$ cat config.mk
export PLATFORM = sky130hd
export DESIGN_NAME = tl_a_arbiter
export DESIGN_NICKNAME = d
export VERILOG_FILES = /design/src/rtl/tl_a_arbiter.sv
export SDC_FILE = /design/constraint.sdc
export NUM_CORES = 1
export LEC_CHECK = 0
export CORE_MARGIN = 4
export CORE_UTILIZATION = 35
export DETAILED_ROUTE_END_ITERATION = 8
export PLACE_DENSITY = 0.79
export SETUP_SLACK_MARGIN = 0.4
export SLEW_MARGIN = 20
export SYNTH_ARGS = -nofsm -noshare
export SYNTH_HDL_FRONTEND = slang
export SYNTH_SLANG_ARGS = --single-unit
$ cat constraint.sdc
create_clock -name clock -period 4.02 [get_ports clock]
set_input_delay 0.402 -clock clock [delete_from_list [all_inputs] [get_ports clock]]
set_output_delay 0.402 -clock clock [all_outputs]
set_load 0.02 [all_outputs]
$ cat src/rtl/tl_a_arbiter.sv
// Round-robin arbiter sharing one TileLink A-channel queue enqueue port between N requesters.
// Multi-beat Put/Atomic messages hold the grant until their last beat is accepted.
module tl_a_arbiter #(
    parameter int N    = 3,
    parameter int IDXW = $clog2(N)
) (
    input  logic                clock,
    input  logic                reset,
    input  logic [N-1:0]        in_valid,
    output logic [N-1:0]        in_ready,
    input  logic [3*N-1:0]      in_opcode,
    input  logic [3*N-1:0]      in_param,
    input  logic [4*N-1:0]      in_size,
    input  logic [7*N-1:0]      in_source,
    input  logic [14*N-1:0]     in_address,
    input  logic [8*N-1:0]      in_mask,
    input  logic [N-1:0]        in_corrupt,
    output logic                out_valid,
    input  logic                out_ready,
    output logic [2:0]          out_opcode,
    output logic [2:0]          out_param,
    output logic [3:0]          out_size,
    output logic [6:0]          out_source,
    output logic [13:0]         out_address,
    output logic [7:0]          out_mask,
    output logic                out_corrupt,
    output logic [IDXW-1:0]     grant_idx,
    output logic                locked
);

    typedef enum logic [1:0] {
        ST_FREE  = 2'd0,
        ST_HOLD  = 2'd1,
        ST_BURST = 2'd2
    } state_t;

    state_t            r_state;
    state_t            w_state_nxt;
    logic [IDXW-1:0]   r_grant;
    logic [IDXW-1:0]   w_grant_nxt;
    logic [IDXW-1:0]   r_rr_ptr;
    logic [IDXW-1:0]   w_rr_nxt;
    logic [11:0]       r_cnt;
    logic [11:0]       w_cnt_nxt;

    logic [IDXW-1:0]   w_scan;
    logic              w_any;
    logic [IDXW-1:0]   w_grant;
    logic              w_fire;
    logic              w_multi;
    logic [12:0]       w_beats;
    logic [11:0]       w_cnt_init;

    function automatic logic [IDXW-1:0] f_next_idx(input logic [IDXW-1:0] idx);
        if (idx == IDXW'(N - 1)) begin
            return '0;
        end else begin
            return idx + IDXW'(1);
        end
    endfunction

    // Find the first valid requester scanning upward from rr_ptr; lowest offset wins.
    always_comb begin
        int v_idx;
        v_idx  = 0;
        w_scan = r_rr_ptr;
        w_any  = 1'b0;
        for (int k = N - 1; k >= 0; k--) begin
            v_idx  = (int'(r_rr_ptr) + k) % N;
            w_any  = w_any | in_valid[v_idx[IDXW-1:0]];
            w_scan = in_valid[v_idx[IDXW-1:0]] ? v_idx[IDXW-1:0] : w_scan;
        end
    end

    // Grant selection, zero-latency field mux and handshake.
    always_comb begin
        int v_g;
        w_grant     = (r_state == ST_FREE) ? w_scan : r_grant;
        v_g         = int'(w_grant);
        out_valid   = in_valid[w_grant];
        out_opcode  = in_opcode[3*v_g +: 3];
        out_param   = in_param[3*v_g +: 3];
        out_size    = in_size[4*v_g +: 4];
        out_source  = in_source[7*v_g +: 7];
        out_address = in_address[14*v_g +: 14];
        out_mask    = in_mask[8*v_g +: 8];
        out_corrupt = in_corrupt[w_grant];
        w_fire      = out_valid & out_ready;
        in_ready    = '0;
        in_ready[w_grant] = w_fire;
        grant_idx   = w_grant;
        locked      = (r_state == ST_BURST);
    end

    // Beat count of the presented first beat; 1 << 12 wraps to 0 so size 15 yields 4095 remaining.
    always_comb begin
        w_multi    = (out_opcode[2] == 1'b0) && (out_size > 4'd3);
        w_beats    = 13'd1 << (out_size - 4'd3);
        w_cnt_init = w_beats[11:0] - 12'd1;
    end

    // Next-state logic; a full queue only allows FREE to HOLD.
    always_comb begin
        w_state_nxt = r_state;
        w_grant_nxt = r_grant;
        w_rr_nxt    = r_rr_ptr;
        w_cnt_nxt   = r_cnt;
        case (r_state)
            ST_FREE: begin
                if (w_any && !out_ready) begin
                    w_grant_nxt = w_grant;
                    w_state_nxt = ST_HOLD;
                end else if (w_fire && w_multi) begin
                    w_grant_nxt = w_grant;
                    w_cnt_nxt   = w_cnt_init;
                    w_state_nxt = ST_BURST;
                end else if (w_fire) begin
                    w_rr_nxt    = f_next_idx(w_grant);
                end else begin
                    w_state_nxt = ST_FREE;
                end
            end
            ST_HOLD: begin
                if (w_fire && w_multi) begin
                    w_cnt_nxt   = w_cnt_init;
                    w_state_nxt = ST_BURST;
                end else if (w_fire) begin
                    w_rr_nxt    = f_next_idx(r_grant);
                    w_state_nxt = ST_FREE;
                end else begin
                    w_state_nxt = ST_HOLD;
                end
            end
            ST_BURST: begin
                if (w_fire) begin
                    w_cnt_nxt = r_cnt - 12'd1;
                    if (r_cnt == 12'd1) begin
                        w_rr_nxt    = f_next_idx(r_grant);
                        w_state_nxt = ST_FREE;
                    end else begin
                        w_state_nxt = ST_BURST;
                    end
                end else begin
                    w_state_nxt = ST_BURST;
                end
            end
            default: begin
                w_state_nxt = ST_FREE;
            end
        endcase
    end

    // State registers with synchronous reset.
    always_ff @(posedge clock) begin
        if (reset) begin
            r_state  <= ST_FREE;
            r_grant  <= '0;
            r_rr_ptr <= '0;
            r_cnt    <= 12'd0;
        end else begin
            r_state  <= w_state_nxt;
            r_grant  <= w_grant_nxt;
            r_rr_ptr <= w_rr_nxt;
            r_cnt    <= w_cnt_nxt;
        end
    end

endmodule

# Yosys cells after proc, flatten, opt, wreduce, memory -nomap -nowiden
# Cells that the tools add are included.
# W data, S select, Z words.
[word_totals]
ff_bits = 18
latchBits = 0
ramBits = 0
romBits = 0
in_bits = 126
output_inout_bits = 47
word_cells = 99
memories = 0
[op_classes]
addsub = 7
n_mul = 3
div_mod_pow = 3
order_cmp = 6
eq_ne = 13
shift = 7
n_mux = 40
n_bitwise = 5
reduce_logical = 11
[op_table]
columns = ["operator", "n"]
rows = [
  ["$mod A32 B3 Y32 const B", 2],
  ["$mux W2", 21],
  ["$shiftx A42 B7 Y14", 1],
  ["$mux W12", 3],
  ["$pmux W12 S3", 1],
  ["$mod A3 B3 Y32 const B", 1],
  ["$shiftx A9 B32 Y3", 1],
  ["$shiftx A24 B6 Y8", 1],
  ["$sub A12 B1 Y12 const B", 2],
  ["$shiftx A21 B6 Y7", 1],
  ["$eq A12 B1 Y1 const B", 1],
  ["$lt A2 B3 Y1 const B", 4],
  ["$pmux W2 S3", 2],
  ["$shiftx A12 B5 Y4", 1],
  ["$shl A1 B4 Y12 const A", 1],
  ["$bmux W1 S2", 5],
  ["$mul A3 B2 Y5 const A", 2],
  ["$ne A2 B2 Y1 const B", 5],
  ["$shiftx A9 B5 Y3", 1],
  ["$reduce_and A8 Y1", 1],
  ["$mux W1", 7],
  ["$eq A2 B2 Y1 const B", 3],
  ["$add A2 B1 Y2 const B", 2],
  ["$gt A4 B2 Y1 const B", 1],
  ["other kinds (20)", 25],
]

# Depth between registers and ports, before layout
# Gate-level depths: netlist (run 1).
[depth]
word_depth = 16
ltp_mapped = 17
depth_no_buf = 16

# Least setup slack after synthesis (run 1)
# No wires, ideal clock.
[synth_timing]
path_kind = "flip-flop to flip-flop"
from = "register r_rr_ptr[0]"
to = "register r_cnt[10]"
setup_ps = 91
arrival_time_ps = 3916
required_ps = 3929
path_slack_ps = 13
stages_incl_launch_ff = 18
path_buffers = 3
period_less_slack_ps = 4007
path_cell_list = "dfxtp_1 -> inv_1 -> ha_1 -> buf_4 -> mux2i_1 -> a211oi_1 -> a2111oi_4 -> o2bb2a_1 -> buf_4 -> a221oi_1 -> buf_2 -> and2_1 -> nand2_1 -> ha_1 -> nor3_1 -> and3_1 -> a21oi_1 -> a311oi_1"
[synth_via]
elab_chain_len = 16
elab_cells_between_ends = 37
cone_classes = "add/sub (4); mul (1); div (3); order compare (1); eq/ne (2); shift (3); mux (15); bitwise (4); reduce/logical (4)"
[synth_lines]
columns = ["element", "line", "source"]
rows = [
  ["start: declaration", "41", "logic [IDXW-1:0] r_rr_ptr;"],
  ["start signal: assignment", "163", "r_rr_ptr <= w_rr_nxt;"],
  ["branches (longest 16 deep; another with $mod A32 B3 Y32)", "n/a", ""],
  ["end signal: assignment", "164", "r_cnt <= w_cnt_nxt;"],
  ["end: declaration", "43", "logic [11:0] r_cnt;"],
]
# Parallel ways; which one is timed is not known. The select of a mux whose other input is x is not followed.
# A chain may end at the register's enable or synchronous reset.

# Worst setup path after layout (run 1)
[layout_timing]
from = "register r_rr_ptr[1]"
to = "register r_cnt[10]"
# Same word-level chain as after synthesis.

==> summary.txt, run 1 <==
Result of the run: completed
Combinational cell fraction of total power: 0.916
Most used flip-flop cell after synthesis: sky130_fd_sc_hd__dfxtp_1
Number of global-route vias before repair: 3824
DRC errors left: 0
Number of buffer cells added on primary ports: 172
Layout cells sized above 1: 0.201
Wire length of the first global-routing pass: 20200 microns
Power per unit of standard cell area: 1010 mW/mm^2
Placed Instances: 681
Number of nets in the synthesized netlist: 545
Cell repeated most along the worst path: sky130_fd_sc_hd__ha_4
Worst-path maximum fanout: 7
Sw power: 2.97 mW
Vert. Die Dim: 99.2 microns
Static leakage: 2.28 nW
Relative contribution of sequential cells to total power: 0.060
Area of the core: 0.00789 sq mm
Overflow after GRT: 0
# H-tree levels: 1
Number of antenna violations at the first check in global routing: 1
Sw Ratio: 0.542
Number of standard cells after synthesis: 406
Final Slew Violations: 0
Final Instance Area: 0.00544 sq mm
Final HPWL from detailed placement: 10900 microns
Maximum single-stage delay on the critical path: 0.42 ns
Average size of a mapped cell: 7.17 sq um
Number of DRC markers in iteration 0: 205
Worst setup skew after layout: 0.00157 ns
Power Total: 5.47 mW
Netlist area before placement: 0.00291 sq mm
Worst Hold Class: flip-flop to flip-flop
GRT Total Usage: 0.254
Layout Utilization: 0.689
Total die area: 0.00984 sq mm
# setup viols final: 0
Unrepaired setup endpoints after global routing: yes
Clock Pin Slew Worst Setup and Hold Paths: 0.07 ns
Starting density of the core: 0.369
Master of the slowest instance on the critical path: sky130_fd_sc_hd__a222oi_1
CTS Buffer Depth: 2
Int Power: 2.50 mW
Slew @ Worst Pin: 0.961 ns
Detailed-route vias per instance: 5.74
Number of synthesized flops with an enable pin: 0
Max_cap viols: 0
Number of warnings issued by yosys: 0
Die boundary width: 99.2 microns
Flops & latches, synth: 18
Root cell of the clock tree: sky130_fd_sc_hd__clkbuf_8
Headroom to the max-slew limit: 0.357
Pin count of the biggest net entering global routing: 29
Worst Path Class, Setup: flip-flop to flip-flop
Final Critical Period: 3.70 ns
Top-Level Pins: 173
Routed wirelength normalized by instance count: 19.9 microns
Period utilisation layout: 0.919
Clock Latency Late Sink: 0.25 ns
Number of hold-slack violations in the final timing report: 0
Crit start category: flip-flop
CTS Sinks: 18
Cell area after placement: 0.00498 sq mm
Capturing element type of the critical path: flip-flop
Last weighted congestion value of the routability-driven placer: 0.927
Worst vdd rail ir drop: 0.000701 V
Achievable clock frequency: 0.271 GHz
Required time at the endpoint of the critical path: 4.16 ns
Library cells used by synthesis: 70
Final wirelength: 14300 microns
Vias: 4112
TritonCTS clock tree: done
Clock Power Share: 0.024
Total number of placement rows: 32
Area overhead of the layout relative to synthesis: 86.8%
Post-synthesis sequential area ratio: 0.124
Antenna-violating nets left: 0
Number of CTS-inserted buffers: 3
Number of cells in the finished layout apart from fillers: 716
Critical Path, Cell by Cell: inv_4 > ha_4 > mux2_4 > a222oi_1 > buf_4 > nand4_4 > a211oi_4 > nor2_4 > a221oi_4 > and2_4 > nand2_1 > ha_4 > nor3_4 > and3_1 > a21oi_1 > a311oi_1
Proportion of synthesized flip-flops having asynchronous set or reset: 0
Net count reported at finish: 753
Count of TritonRoute iterations in the first routing pass: 5
Data arrival at the endpoint of the critical path: 3.84 ns
==> through the flow <==
stage	setup TNS (ns)	setup slack (ns)	hold slack, ns
floorplan	0	0.384	0.460
detailed placement	-0.448	-0.119	0.491
global route	0	0.188	0.534
CTS	0	0.336	0.504
finish	0	0.325	0.501
global placement	0	0.0183	0.479
==> layer usage <==
layer / GRT usage / part of all wire
met4: 0.0756 / 0.029
met5: 0 / 0
met3: 0.0470 / 0.070
met1: 0.292 / 0.38
met2: 0.472 / 0.53
==> cell usage after synthesis (4+ instances only) <==
cell type                  number  area share
sky130_fd_sc_hd__and2_1         5       0.011
sky130_fd_sc_hd__a21oi_1       16       0.028
sky130_fd_sc_hd__dfxtp_1       18        0.12
sky130_fd_sc_hd__ha_1          13       0.056
sky130_fd_sc_hd__mux2i_1       40        0.14
sky130_fd_sc_hd__nor3_1        14       0.024
sky130_fd_sc_hd__a311oi_1       5       0.015
sky130_fd_sc_hd__nor4_1         7       0.015
sky130_fd_sc_hd__inv_1         23       0.030
sky130_fd_sc_hd__buf_2          5      0.0086
sky130_fd_sc_hd__nor2_1        18       0.023
sky130_fd_sc_hd__nor3b_1        4       0.010
sky130_fd_sc_hd__nand3_1       11       0.019
sky130_fd_sc_hd__nand2_1       57       0.074
sky130_fd_sc_hd__o211ai_1       4       0.010
sky130_fd_sc_hd__a211oi_2       4       0.017
sky130_fd_sc_hd__a31oi_1        9       0.019
sky130_fd_sc_hd__clkbuf_1      16       0.021
sky130_fd_sc_hd__o21ai_0       49       0.084
==> cell usage in the layout, fill, tap and decap left out, types with 4 or more instances in the layout <==
cell and count:
sky130_fd_sc_hd__o21ai_0 41, sky130_fd_sc_hd__dlymetal6s2s_1 5, sky130_fd_sc_hd__buf_4 43, sky130_fd_sc_hd__dfxtp_1 16, sky130_fd_sc_hd__ha_1 9, sky130_fd_sc_hd__clkdlybuf4s15_1 5, sky130_fd_sc_hd__dlygate4sd2_1 35, sky130_fd_sc_hd__inv_2 5
sky130_fd_sc_hd__nor3_1 12, sky130_fd_sc_hd__buf_6 8, sky130_fd_sc_hd__nor4_1 4, sky130_fd_sc_hd__mux2i_1 38, sky130_fd_sc_hd__o211ai_1 4, sky130_fd_sc_hd__inv_1 20, sky130_fd_sc_hd__a31oi_1 8, sky130_fd_sc_hd__a21oi_1 14
sky130_fd_sc_hd__nand3_1 11, sky130_fd_sc_hd__o21ai_1 6, sky130_fd_sc_hd__nand2_1 56, sky130_fd_sc_hd__clkdlybuf4s50_1 125, sky130_fd_sc_hd__nor2_1 18, sky130_fd_sc_hd__nor3b_1 4
==> kinds of logic (layout without fill, tap and decap cells) <==
group / Yosys count / after routing / share of synthesized area
compound gates: 134 / 134 / 0.338
xor+xnor: 3 / 3 / 0.00903
fa+ha+maj: 13 / 13 / 0.0559
buf+inv: 50 / 257 / 0.0705
flops: 18 / 18 / 0.124
mux: 45 / 45 / 0.159
other cells: 0 / 1 / 0
simple gates: 143 / 143 / 0.244
==> power groups by stage <==
stage                     Combinational, mW  Sequential [mW]  Clock (mW)
after global routing                   5.32            0.338       0.140
after global placement                 4.46            0.327           0
final                                  5.01            0.328       0.129
after detailed placement               4.56            0.329           0
after CTS                              4.45            0.327       0.131
after floorplan                        2.83            0.310           0
==> critical path, delay by kind of cell, from the launching register on <==
family                     cells  cell delay (ns)
muxes                          1             0.31
and+or+nand+nor                6             0.84
DFF                            1             0.38
adders and majority gates      2             0.37
AOI/OAI and AO/OA              5             1.40
buffers and inverters          2             0.27
==> final timing paths <==
path,depth (start not counted),start,to,slack (ns)
max,16,r_rr_ptr[1],r_cnt[10],0.32
min,2,r_state[1],r_state[1],0.50
max reg2reg,16,r_rr_ptr[1],r_cnt[10],0.32
min reg2reg,2,r_state[1],r_state[1],0.50
==> state kept, by name, summed over array words and instances, names as in the netlist <==
register  flops
r_grant       2
r_cnt        12
r_state       2
r_rr_ptr      2
==> layout make-up <==
class | instances | area, sq um
multi-input cells | 338 | 2630
fillers | 655 | 2450
repair buffers | 227 | 2160
flip-flops and latches | 18 | 368
well taps | 102 | 128
inverters | 26 | 100
clock buffers | 3 | 41.3
clock inverters | 1 | 3.75
diodes | 1 | 2.50
==> timing repair <==
action / in CTS / in global routing
pin swaps: 4 / 14
endpoints found under the setup margin: 58 / 31
hold buffers: 0 / 0
gates resized for setup: 57 / 50
cloned: 0 / 1
setup buffers: 4 / 25
(Power assumes the default switching activity.)
==> inputs of run 2 (changes only) <==
--- a/config.mk
+++ b/config.mk
@@ -8,8 +8,10 @@
 export CORE_MARGIN = 4
 export CORE_UTILIZATION = 35
 export DETAILED_ROUTE_END_ITERATION = 8
+export GPL_ROUTABILITY_DRIVEN = 1
 export PLACE_DENSITY = 0.79
 export SETUP_SLACK_MARGIN = 0.4
+export SKIP_LAST_GASP = 1
 export SLEW_MARGIN = 20
 export SYNTH_ARGS = -nofsm -noshare
 export SYNTH_HDL_FRONTEND = slang
==> results of run 2 <==
No change in the layout: final DEF, timing and power equal those of run 1.
==> inputs of run 3 (changes only) <==
--- a/config.mk
+++ b/config.mk
@@ -6,10 +6,12 @@
 export NUM_CORES = 1
 export LEC_CHECK = 0
 export CORE_MARGIN = 4
-export CORE_UTILIZATION = 35
+export CORE_UTILIZATION = 59
 export DETAILED_ROUTE_END_ITERATION = 8
+export DONT_BUFFER_PORTS = 1
 export GPL_ROUTABILITY_DRIVEN = 1
-export PLACE_DENSITY = 0.79
+export HOLD_SLACK_MARGIN = 0.12
+export PLACE_DENSITY = 0.78
 export SETUP_SLACK_MARGIN = 0.4
 export SKIP_LAST_GASP = 1
 export SLEW_MARGIN = 20
==> constraint.sdc (replaced) <==
create_clock -name clock -period 4.02 [get_ports clock]
set_input_delay 0.402 -clock clock [delete_from_list [all_inputs] [get_ports clock]]
set_output_delay 0.402 -clock clock [all_outputs]
set_load 0.05 [all_outputs]
==> run 3 against run 2 <==
Die area shrank 38%; largest cell class unchanged; non-clock buffer count shrank 121; clock skew grew 0.0021 ns; global-route usage grew 6.9 points; the run now ends with setup timing left; critical path depth shrank 3; hold slack lost 0.30 ns.
==> summary.txt, run 3 (synthesized netlist as in run 1, its figures left out) <==
Result of the run: finished with violations (was completed)
Violations in the final reports: setup timing
Number of hold-slack violations in the final timing report: 0 (unchanged)
Pin count of the biggest net entering global routing: 41 (was 29)
Achievable clock frequency: 0.242 GHz (was 0.271 GHz)
Maximum single-stage delay on the critical path: 0.68 ns (was 0.42 ns)
Number of DRC markers in iteration 0: 992 (was 205)
Worst Path Class, Setup: flip-flop to flip-flop (unchanged)
Detailed-route vias per instance: 8.00 (was 5.74)
Top reg by flops: r_cnt (unchanged)
GRT Total Usage: 0.322 (was 0.254)
Die boundary width: 78.2 microns (was 99.2 microns)
Worst setup slack after layout: -0.107 ns (was 0.325 ns)
Period utilisation layout: 1.03 (was 0.919)
Headroom to the max-slew limit: 0.432 (was 0.357)
Vias: 4470 (was 4112)
Master of the slowest instance on the critical path: sky130_fd_sc_hd__a221oi_1 (was sky130_fd_sc_hd__a222oi_1)
# setup viols final: 6 (was 0)
Worst setup skew after layout: 0.00370 ns (was 0.00157 ns)
Worst-path maximum fanout: 6 (was 7)
Diodes inserted: 0 (was 1)
Area of the core: 0.00475 sq mm (was 0.00789 sq mm)
Fillcell total: 189 (was 655)
Critical Path, Cell by Cell: inv_4 > ha_4 > buf_6 > inv_2 > o211ai_1 > a31oi_2 > nor4_2 > a221oi_4 > ha_4 > a221oi_1 > o22ai_1 > nand4_1 > nor3b_1 (was inv_4 > ha_4 > mux2_4 > a222oi_1 > buf_4 > nand4_4 > a211oi_4 > nor2_4 > a221oi_4 > and2_4 > nand2_1 > ha_4 > nor3_4 > and3_1 > a21oi_1 > a311oi_1)
Cell repeated most along the worst path: sky130_fd_sc_hd__ha_4 (unchanged)
Required time at the endpoint of the critical path: 4.19 ns (was 4.16 ns)
Number of buffer cells added on primary ports: 0 (was 172)
Last weighted congestion value of the routability-driven placer: 0.882 (was 0.927)
Total area of multi-input combinational cells: 0.00279 sq mm (was 0.00263 sq mm)
Starting density of the core: 0.612 (was 0.369)
Post-Place Worst Slack: 0.233 ns (was -0.119 ns)
Top-Level Pins: 173 (unchanged)
Clock Pin Slew Worst Setup and Hold Paths: 0.08 ns (was 0.07 ns)
Number of CTS-inserted buffers: 3 (unchanged)
Count of TritonRoute iterations in the first routing pass: 9 (was 5)
Area overhead of the layout relative to synthesis: 48.2% (was 86.8%)
# H-tree levels: 1 (unchanged)
Most frequent cells in the layout: sky130_fd_sc_hd__buf_4, sky130_fd_sc_hd__nand2_1, sky130_fd_sc_hd__mux2i_1, sky130_fd_sc_hd__o21ai_2, sky130_fd_sc_hd__inv_1 (was sky130_fd_sc_hd__clkdlybuf4s50_1, sky130_fd_sc_hd__nand2_1, sky130_fd_sc_hd__buf_4, sky130_fd_sc_hd__o21ai_0, sky130_fd_sc_hd__mux2i_1)
Antenna-violating nets left: 0 (unchanged)
TritonCTS clock tree: done (unchanged)
Capturing element type of the critical path: flip-flop (unchanged)
Vert. Die Dim: 78.2 microns (was 99.2 microns)
Final Critical Period: 4.13 ns (was 3.70 ns)
Number of global-route vias before repair: 3278 (was 3824)
Max FFs per register: 12 (unchanged)
DRC errors left: 0 (unchanged)
Placed Instances: 501 (was 681)
CTS Sinks: 18 (unchanged)
Number of antenna violations at the first check in global routing: 0 (was 1)
Slew @ Worst Pin: 0.852 ns (was 0.961 ns)
Count of hold-fix buffers inserted at cts: 0 (unchanged)
Clock Latency Late Sink: 0.26 ns (was 0.25 ns)
Final HPWL from detailed placement: 7840 microns (was 10900 microns)
Total number of placement rows: 25 (was 32)
CTS Buffer Depth: 2 (unchanged)
Sequential standard cell area: 368 sq um (unchanged)
Routed wirelength normalized by instance count: 28.9 microns (was 19.9 microns)
Root cell of the clock tree: sky130_fd_sc_hd__clkbuf_8 (unchanged)
Wire length of the first global-routing pass: 16200 microns (was 20200 microns)
Total die area: 0.00612 sq mm (was 0.00984 sq mm)
Final Slew Violations: 0 (unchanged)
Overflow after GRT: 0 (unchanged)
Data arrival at the endpoint of the critical path: 4.29 ns (was 3.84 ns)
Max_cap viols: 0 (unchanged)
Final wirelength: 16200 microns (was 14300 microns)
Most common cell after layout, fill and taps aside: sky130_fd_sc_hd__buf_4 (was sky130_fd_sc_hd__clkdlybuf4s50_1)
Setup slack of the most critical reg-to-reg path: -0.11 ns (was 0.32 ns)
Final TNS setup: -0.297 ns (was 0 ns)
Number of cells in the finished layout apart from fillers: 559 (was 716)
Critical path's top delay family: compound AO/OA/AOI/OAI gates (unchanged)
Unrepaired setup endpoints after global routing: yes (unchanged)
Worst Hold Class: primary input to flip-flop (was flip-flop to flip-flop)
Crit start category: flip-flop (unchanged)
Critical path buffer and inverter count: 3 (was 2)
Layout cells sized above 1: 0.425 (was 0.201)
Net count reported at finish: 632 (was 753)
-- run 3: cell types whose count changed in the layout (fill, tap and decap cells not counted), sizes merged --
cell,previous run,this run
buf,55,104
clkbuf,4,6
clkdlybuf4s15,5,0
clkdlybuf4s50,125,0
clkinv,1,0
diode,1,0
dlygate4sd1,1,0
dlygate4sd2,35,0
dlymetal6s2s,5,0
-- run 3: worst paths after layout --
| path | startpoint | endpoint | cells past startpoint |
|---|---|---|---|
| worst max-delay path | r_rr_ptr[0] | r_rr_ptr[1] | 13 |
| worst min-delay path | reset | r_cnt[9] | 1 |
| worst max register to register | r_rr_ptr[0] | r_rr_ptr[1] | 13 |
| worst min register to register | r_cnt[11] | r_cnt[11] | 2 |
-- run 3: layout make-up --
class | instances | area share
sequential | 18 | 0.0853
timing repair buffer | 106 | 0.211
multi-input combinational | 338 | 0.646
clock buffer | 4 | 0.0128
tap | 67 | 0.0194
inverter | 26 | 0.0249
-- run 3: stage by stage --
stage	instance area, sq um	hold slack, ns	utilization
6_report	4310	0.204	0.907
2_1_floorplan	3150	0.460	-
4_1_cts	3740	0.204	0.787
3_3_place_gp	3500	0.473	0.737
5_1_grt	4310	0.198	0.907
3_5_place_dp	3500	0.476	0.737
-- run 3: layer usage --
layer	up-vias	share of wire	global-route usage
met5	-	0	0
met4	0	0.094	0.117
met3	217	0.18	0.0539
met2	595	0.42	0.555
met1	1951	0.31	0.403
li1	1707	-	-
-- run 3: repair_timing --
action / CTS / global route
buffers inserted: 13 / 38
setup endpoints to repair: 52 / 51
pin swaps: 12 / 26
cloned: 0 / 3
gates resized for setup: 22 / 52
Power of run 3 is left out: the tool's default activity adds up to more than one toggle a clock period on the data nets, which glitch-free logic cannot reach.
